--- src/rtl/uart_frame_pkg.sv ---
// rtl/uart_frame_pkg.sv - state encodings, error codes and delimiter shared by the "&&payload&&" UART framing blocks
package uart_frame_pkg;

    typedef enum logic [4:0] {
        ST_IDLE    = 5'b00001,
        ST_SOF1    = 5'b00010,
        ST_PAYLOAD = 5'b00100,
        ST_EOF1    = 5'b01000,
        ST_DONE    = 5'b10000
    } state_e;

    localparam logic [2:0] ERR_NONE     = 3'd0;
    localparam logic [2:0] ERR_OVERFLOW = 3'd1;
    localparam logic [2:0] ERR_TIMEOUT  = 3'd2;
    localparam logic [2:0] ERR_EMPTY    = 3'd3;
    localparam logic [2:0] ERR_CHECKSUM = 3'd4;

    localparam logic [7:0] DEFAULT_DELIM = 8'h26;

endpackage

--- src/rtl/uart_frame_rx.sv ---
// rtl/uart_frame_rx.sv - "&&payload&&" byte-stream decoder into a flat payload buffer
// Optional trailing XOR checksum byte: define UART_FRAME_RX_CHECKSUM_EN.
module uart_frame_rx
    import uart_frame_pkg::*;
#(
    parameter int         MAX_LEN     = 64,
    parameter logic [7:0] DELIM       = DEFAULT_DELIM,
    parameter int         TIMEOUT_CLK = 50_000
) (
    input  logic                   sys_clk,
    input  logic                   sys_rst_n,
    input  logic [7:0]             rx_byte,
    input  logic                   rx_vld,
    output logic [8*MAX_LEN-1:0]   frame_data,
    output logic [7:0]             frame_len,
    output logic                   frame_vld,
    output logic                   frame_err,
    output logic [2:0]             err_code,
    output logic                   busy
);

    localparam int BW = 8 * MAX_LEN;
    localparam int IW = (BW > 1) ? $clog2(BW) : 1;
    localparam int TW = $clog2(TIMEOUT_CLK + 1);

    state_e          state_q, state_d;
    logic [7:0]      cnt_q, cnt_d;
    logic [BW-1:0]   buf_q, buf_d;
    logic [TW-1:0]   timer_q, timer_d;
    logic [BW-1:0]   frame_data_q, frame_data_d;
    logic [7:0]      frame_len_q, frame_len_d;
    logic            frame_vld_q, frame_vld_d;
    logic            frame_err_q, frame_err_d;
    logic [2:0]      err_code_q, err_code_d;
`ifdef UART_FRAME_RX_CHECKSUM_EN
    logic [7:0]      csum_q, csum_d;
`endif

    logic            is_delim;
    logic            timeout_hit;
    logic [7:0]      cnt_inc;
    logic [IW-1:0]   idx0, idx1;

    assign is_delim    = rx_vld && (rx_byte == DELIM);
    assign timeout_hit = !rx_vld && (timer_q == TW'(TIMEOUT_CLK - 1));
    assign cnt_inc     = cnt_q + 8'd1;
    assign idx0        = IW'({cnt_q, 3'b000});
    assign idx1        = IW'({cnt_inc, 3'b000});

    always_comb begin
        state_d      = state_q;
        cnt_d        = cnt_q;
        buf_d        = buf_q;
        frame_data_d = frame_data_q;
        frame_len_d  = frame_len_q;
        frame_vld_d  = 1'b0;
        frame_err_d  = 1'b0;
        err_code_d   = ERR_NONE;
`ifdef UART_FRAME_RX_CHECKSUM_EN
        csum_d       = csum_q;
`endif
        if (rx_vld || state_q == ST_IDLE) timer_d = '0;
        else                              timer_d = timer_q + TW'(1);

        case (state_q)
            ST_IDLE: begin
                if (is_delim) state_d = ST_SOF1;
            end
            ST_SOF1: begin
                if (is_delim) begin
                    state_d = ST_PAYLOAD;
                    cnt_d   = 8'd0;
`ifdef UART_FRAME_RX_CHECKSUM_EN
                    csum_d  = 8'd0;
`endif
                end else if (rx_vld || timeout_hit) begin
                    state_d = ST_IDLE;
                end
            end
            ST_PAYLOAD: begin
                if (is_delim) begin
                    state_d = ST_EOF1;
                end else if (rx_vld) begin
                    if ({1'b0, cnt_q} >= 9'(MAX_LEN)) begin
                        state_d     = ST_IDLE;
                        frame_err_d = 1'b1;
                        err_code_d  = ERR_OVERFLOW;
                    end else begin
                        buf_d[idx0 +: 8] = rx_byte;
                        cnt_d            = cnt_inc;
`ifdef UART_FRAME_RX_CHECKSUM_EN
                        csum_d           = csum_q ^ rx_byte;
`endif
                    end
                end else if (timeout_hit) begin
                    state_d     = ST_IDLE;
                    frame_err_d = 1'b1;
                    err_code_d  = ERR_TIMEOUT;
                end
            end
            ST_EOF1: begin
                if (is_delim) begin
                    state_d = ST_DONE;
                end else if (rx_vld) begin
                    // a lone delimiter followed by data is payload: store both bytes
                    if ({1'b0, cnt_q} + 9'd2 > 9'(MAX_LEN)) begin
                        state_d     = ST_IDLE;
                        frame_err_d = 1'b1;
                        err_code_d  = ERR_OVERFLOW;
                    end else begin
                        buf_d[idx0 +: 8] = DELIM;
                        buf_d[idx1 +: 8] = rx_byte;
                        cnt_d            = cnt_q + 8'd2;
                        state_d          = ST_PAYLOAD;
`ifdef UART_FRAME_RX_CHECKSUM_EN
                        csum_d           = csum_q ^ DELIM ^ rx_byte;
`endif
                    end
                end else if (timeout_hit) begin
                    state_d     = ST_IDLE;
                    frame_err_d = 1'b1;
                    err_code_d  = ERR_TIMEOUT;
                end
            end
            ST_DONE: begin
                state_d = ST_IDLE;
`ifdef UART_FRAME_RX_CHECKSUM_EN
                // running XOR over data plus checksum byte is zero on a match
                if (cnt_q <= 8'd1) begin
                    frame_err_d = 1'b1;
                    err_code_d  = ERR_EMPTY;
                end else if (csum_q != 8'd0) begin
                    frame_err_d = 1'b1;
                    err_code_d  = ERR_CHECKSUM;
                end else begin
                    frame_data_d = buf_q;
                    frame_len_d  = cnt_q - 8'd1;
                    frame_vld_d  = 1'b1;
                end
`else
                if (cnt_q == 8'd0) begin
                    frame_err_d = 1'b1;
                    err_code_d  = ERR_EMPTY;
                end else begin
                    frame_data_d = buf_q;
                    frame_len_d  = cnt_q;
                    frame_vld_d  = 1'b1;
                end
`endif
            end
            default: state_d = ST_IDLE;
        endcase
    end

    always_ff @(posedge sys_clk or negedge sys_rst_n) begin
        if (!sys_rst_n) begin
            state_q      <= ST_IDLE;
            cnt_q        <= 8'd0;
            buf_q        <= '0;
            timer_q      <= '0;
            frame_data_q <= '0;
            frame_len_q  <= 8'd0;
            frame_vld_q  <= 1'b0;
            frame_err_q  <= 1'b0;
            err_code_q   <= ERR_NONE;
`ifdef UART_FRAME_RX_CHECKSUM_EN
            csum_q       <= 8'd0;
`endif
        end else begin
            state_q      <= state_d;
            cnt_q        <= cnt_d;
            buf_q        <= buf_d;
            timer_q      <= timer_d;
            frame_data_q <= frame_data_d;
            frame_len_q  <= frame_len_d;
            frame_vld_q  <= frame_vld_d;
            frame_err_q  <= frame_err_d;
            err_code_q   <= err_code_d;
`ifdef UART_FRAME_RX_CHECKSUM_EN
            csum_q       <= csum_d;
`endif
        end
    end

    assign frame_data = frame_data_q;
    assign frame_len  = frame_len_q;
    assign frame_vld  = frame_vld_q;
    assign frame_err  = frame_err_q;
    assign err_code   = err_code_q;
    assign busy       = (state_q != ST_IDLE);

endmodule

--- config.mk ---
export PLATFORM = sky130hd
export DESIGN_NAME = uart_frame_rx
export DESIGN_NICKNAME = d
export VERILOG_FILES = /design/src/rtl/uart_frame_pkg.sv /design/src/rtl/uart_frame_rx.sv
export SDC_FILE = /design/constraint.sdc
export NUM_CORES = 2
export LEC_CHECK = 0
export ABC_AREA = 1
export CAP_MARGIN = 10
export CORE_UTILIZATION = 55
export DETAILED_ROUTE_END_ITERATION = 10
export DONT_BUFFER_PORTS = 1
export MAX_ROUTING_LAYER = met4
export PLACE_DENSITY = 0.8
export SLEW_MARGIN = 20
export SYNTH_ARGS = -nofsm -noshare
export SYNTH_HDL_FRONTEND = slang
export SYNTH_SLANG_ARGS = --single-unit
--- constraint.sdc ---
create_clock -name sys_clk -period 3.8 [get_ports sys_clk]
set_clock_uncertainty 0.2 [all_clocks]
set_input_delay 0.57 -clock sys_clk [delete_from_list [all_inputs] [get_ports sys_clk]]
set_output_delay 0.57 -clock sys_clk [all_outputs]
set_load 0.1 [all_outputs]
==> flow_summary_export.csv <==
group,metric,value,unit
synth,yosys_warnings,0,
timing,fin_crit_sh,99.36,%
clock_tree,worstSkewPairLatency,0.74,ns
critical_path,path_buf_inv,4,
status,status,"completed",
timing,setup_viol,0,
detailed_routing,vias_per_cell,5.912,
synth,synth_edf_count,0,
clock_tree,cts_tree,"built",
critical_path,crit_top_cell,"nand2_1",
detailed_routing,highest_layer,"met4",
global_routing,grt_max_degree,1066,
clock_tree,clkSinkCount,1065,
clock_tree,htree_num_levels,3,
finish,final_cell_mix,"nand2_1 (3002), dfrtp_1 (1064), o21ai_0 (728)",
synth,netlist_area,53150,um2
critical_path,cp.arrival,4.24,ns
global_routing,grt_usage,43.89,%
synth,yosys-top-cells-area,"dfrtp_1 (50%), nand2_1 (21%), o21ai_0 (6.9%), inv_1 (3.3%), nor2_1 (3.1%)",
floorplan,initial_core_util,55.77,%
detailed_routing,routed_wl,211.7,mm
detailed_routing,firstDrtPassIters,6,
placement,gp_congestion,1.094,
global_routing,antenna_found_initial,10,
critical_path,cpPeakStageDelay,0.65,ns
global_routing,grt_pass1_wl,310.5,mm
timing,maxSlewHeadroom,19.71,%
power_and_ir_drop,power_density,563.4,nW/um2
placement,place_area,55530,um2
detailed_routing,ant_nets,0,
clock_tree,cts_root_buf,"clkbuf_16",
synth,syn_avg_cell_area,7.448,um2
critical_path,cpLargestDelayFamily,"simple AND/OR/NAND/NOR gates",
critical_path,cp-start-kind,"register",
timing,rsz0062_at_grt,"no",
synth,ys_ff_latch,1065,
finish,layout_commonest_cell,"nand2_1",
placement,placed_cells,8326,
timing,tns,0,ns
critical_path,cpMaxStageDelayCell,"nor3_1",
detailed_routing,drt_iter0_markers,5923,
placement,dp_hpwl,153.8,mm
floorplan,rows,113,
timing,min_period,3.775,ns
detailed_routing,drt-met1-wl,78.99,mm
synth,synth_nets,7157,
placement,port_buffers,0,
timing,slew_viol_final,0,
clock_tree,ctsLongestPathBuffers,3,
detailed_routing,via_count,50589,
global_routing,grt_overflow_total,0,
synth,async_reset_ff_share,100.0,%
critical_path,end_kind,"register",
global_routing,grt_pass1_vias,48414,
finish,syn_to_final_growth,12.19,%
detailed_routing,drc_errors,0,
detailed_routing,wire_per_inst,24.74,um
floorplan,die_y,312.9,um
floorplan,design.core.area,95290,um2
detailed_routing,met3_length,20.13,mm
finish,num-nets-final,7213,
synth,synth_top_cell_by_area,"dfrtp_1",
finish,drive_above_1_share,9.762,%
detailed_routing,route.met2.wl,98.11,mm
timing,fmax,264.9,MHz
finish,final_cell_area,59630,um2
run,maxCapViolCount,0,
finish,stdcell_count,8557,
synth,yosysSeqAreaShare,50.15,%
critical_path,crit_chain,"inv_2 -> buf_4 -> ha_1 -> inv_1 -> nand2_1 -> nand2_2 -> buf_4 -> nor3_1 -> nand2_1 -> nor2_1 -> nand2_1 -> o21ai_0 -> nand2_1 -> o21ai_0 -> nand2_1 -> nand2_1",
timing,tightestPinTransition,1.200,ns
floorplan,io_pins,537,
power_and_ir_drop,irDropWorstVdd,0.5999,mV
timing,finalHoldViolations,0,
clock_tree,clk_pin_slew,0.07,ns
critical_path,critPathMaxFanout,19,
synth,synth_cell_types,50,
synth,synth_cells,7136,
min_path,hp-class,"in -> reg",
critical_path,required,4.26,ns
critical_path,critPathKind,"reg -> reg",
floorplan,die_w,312.9,um
synth,synth_top_area_share,50.10,%
clock_tree,cts_buffers,105,
power_and_ir_drop,p_leak,30.12,nW
floorplan,die_area,97880,um2
synth,synth_ff_type,"dfrtp_1",
timing,holdWs,0.05578,ns
## cells in the mapped netlist, types with 5 or more instances
master,instances
nand3b_1,10
nand4_1,109
nand2_1,3004
nor2_1,446
nor2_4,18
o21ai_1,72
nor3_1,133
buf_1,38
o41ai_1,5
xor2_1,6
nor4_1,9
nand3_1,325
or2_2,8
inv_1,467
a21oi_1,95
nand2_4,5
nor3_2,7
inv_2,28
nand3_2,16
o21ai_0,728
a22oi_1,21
nand4_2,5
buf_4,32
clkbuf_1,183
nor2_2,48
dfrtp_1,1064
o211ai_1,7
o22ai_1,32
buf_2,95
a21oi_4,8
o21ai_2,17
nand2_2,25
a21oi_2,20
ha_1,10
buf_6,13
## power breakdown
group | internal, W | total [W] | switching (W)
Combinational | 0.00233 | 0.0112 | 0.00888
Sequential | 0.0114 | 0.0115 | 0.0000693
Clock | 0.00619 | 0.0109 | 0.00474
Total | 0.0199 | 0.0336 | 0.0137
## worst min-delay path, cell delays in order
cell	delay, ns
inv_1	0.13
nor2_1	0.15
nand2_1	0.06
nand2_1	0.05
## repair_timing
action                      CTS  global route
hold buffers                  9             2
setup endpoints to repair     0           115
resized for setup             0            14
buffers inserted              0             6
hold endpoints to repair   1148           228
## routing by layer
metal	vias to the layer above	track usage [%]
li1	22845	-
met4	0	24.82
met2	2613	68.08
met5	-	-
met1	24504	52.77
met3	627	10.21
## final timing paths
check	from	endpoint	slack (ns)	depth (start not counted)
setup / recovery	cnt_q[0]	buf_q[277]	0.02	16
hold / removal	rx_byte[0]	buf_q[96]	0.06	4
setup reg to reg	cnt_q[0]	buf_q[277]	0.02	16
hold reg to reg	timer_q[0]	timer_q[0]	0.26	1
max in group asynchronous	sys_rst_n	frame_data[75]	0.51	4
min in group asynchronous	sys_rst_n	buf_q[122]	0.47	2
## area by class of cell
cell class,instances,area (um2)
tap,1265,1583
inverter,502,1907
multi-input combinational,5207,23020
antenna,9,22.52
timing repair buffer,311,2808
fill,8397,35670
clock inverter,56,611.8
sequential,1065,26650
clock buffer,142,3028
## through the flow
step                      total power [W]  utilization (%)  worst slack [ns]
after floorplan                   0.01718                -            0.5712
after global placement            0.02201            58.28           0.09095
after detailed placement          0.02196            58.28           0.07951
after CTS                         0.03279            62.19           0.03974
after global routing              0.03423            62.57          0.004805
final                             0.03360            62.57           0.02450
## logic make-up (layout without fill, tap and decap cells)
kind of cell	count (synthesis)	count (layout)	synth area share, %
buf+inv	865	1011	6.799
flops	1065	1065	50.15
xor+xnor	6	6	0.09887
compound gates	1014	1014	10.26
simple gates	4175	4176	32.45
fa+ha+maj	10	10	0.2354
other cells	1	10	0.007056
## state kept, by name (all words and copies together) (netlist names)
register / flops
buf_q: 512
frame_data: 512
timer_q: 16
cnt_q: 8
frame_len: 8
state_q: 5
err_code: 2
frame_err: 1
frame_vld: 1
(Power assumes the default switching activity.)
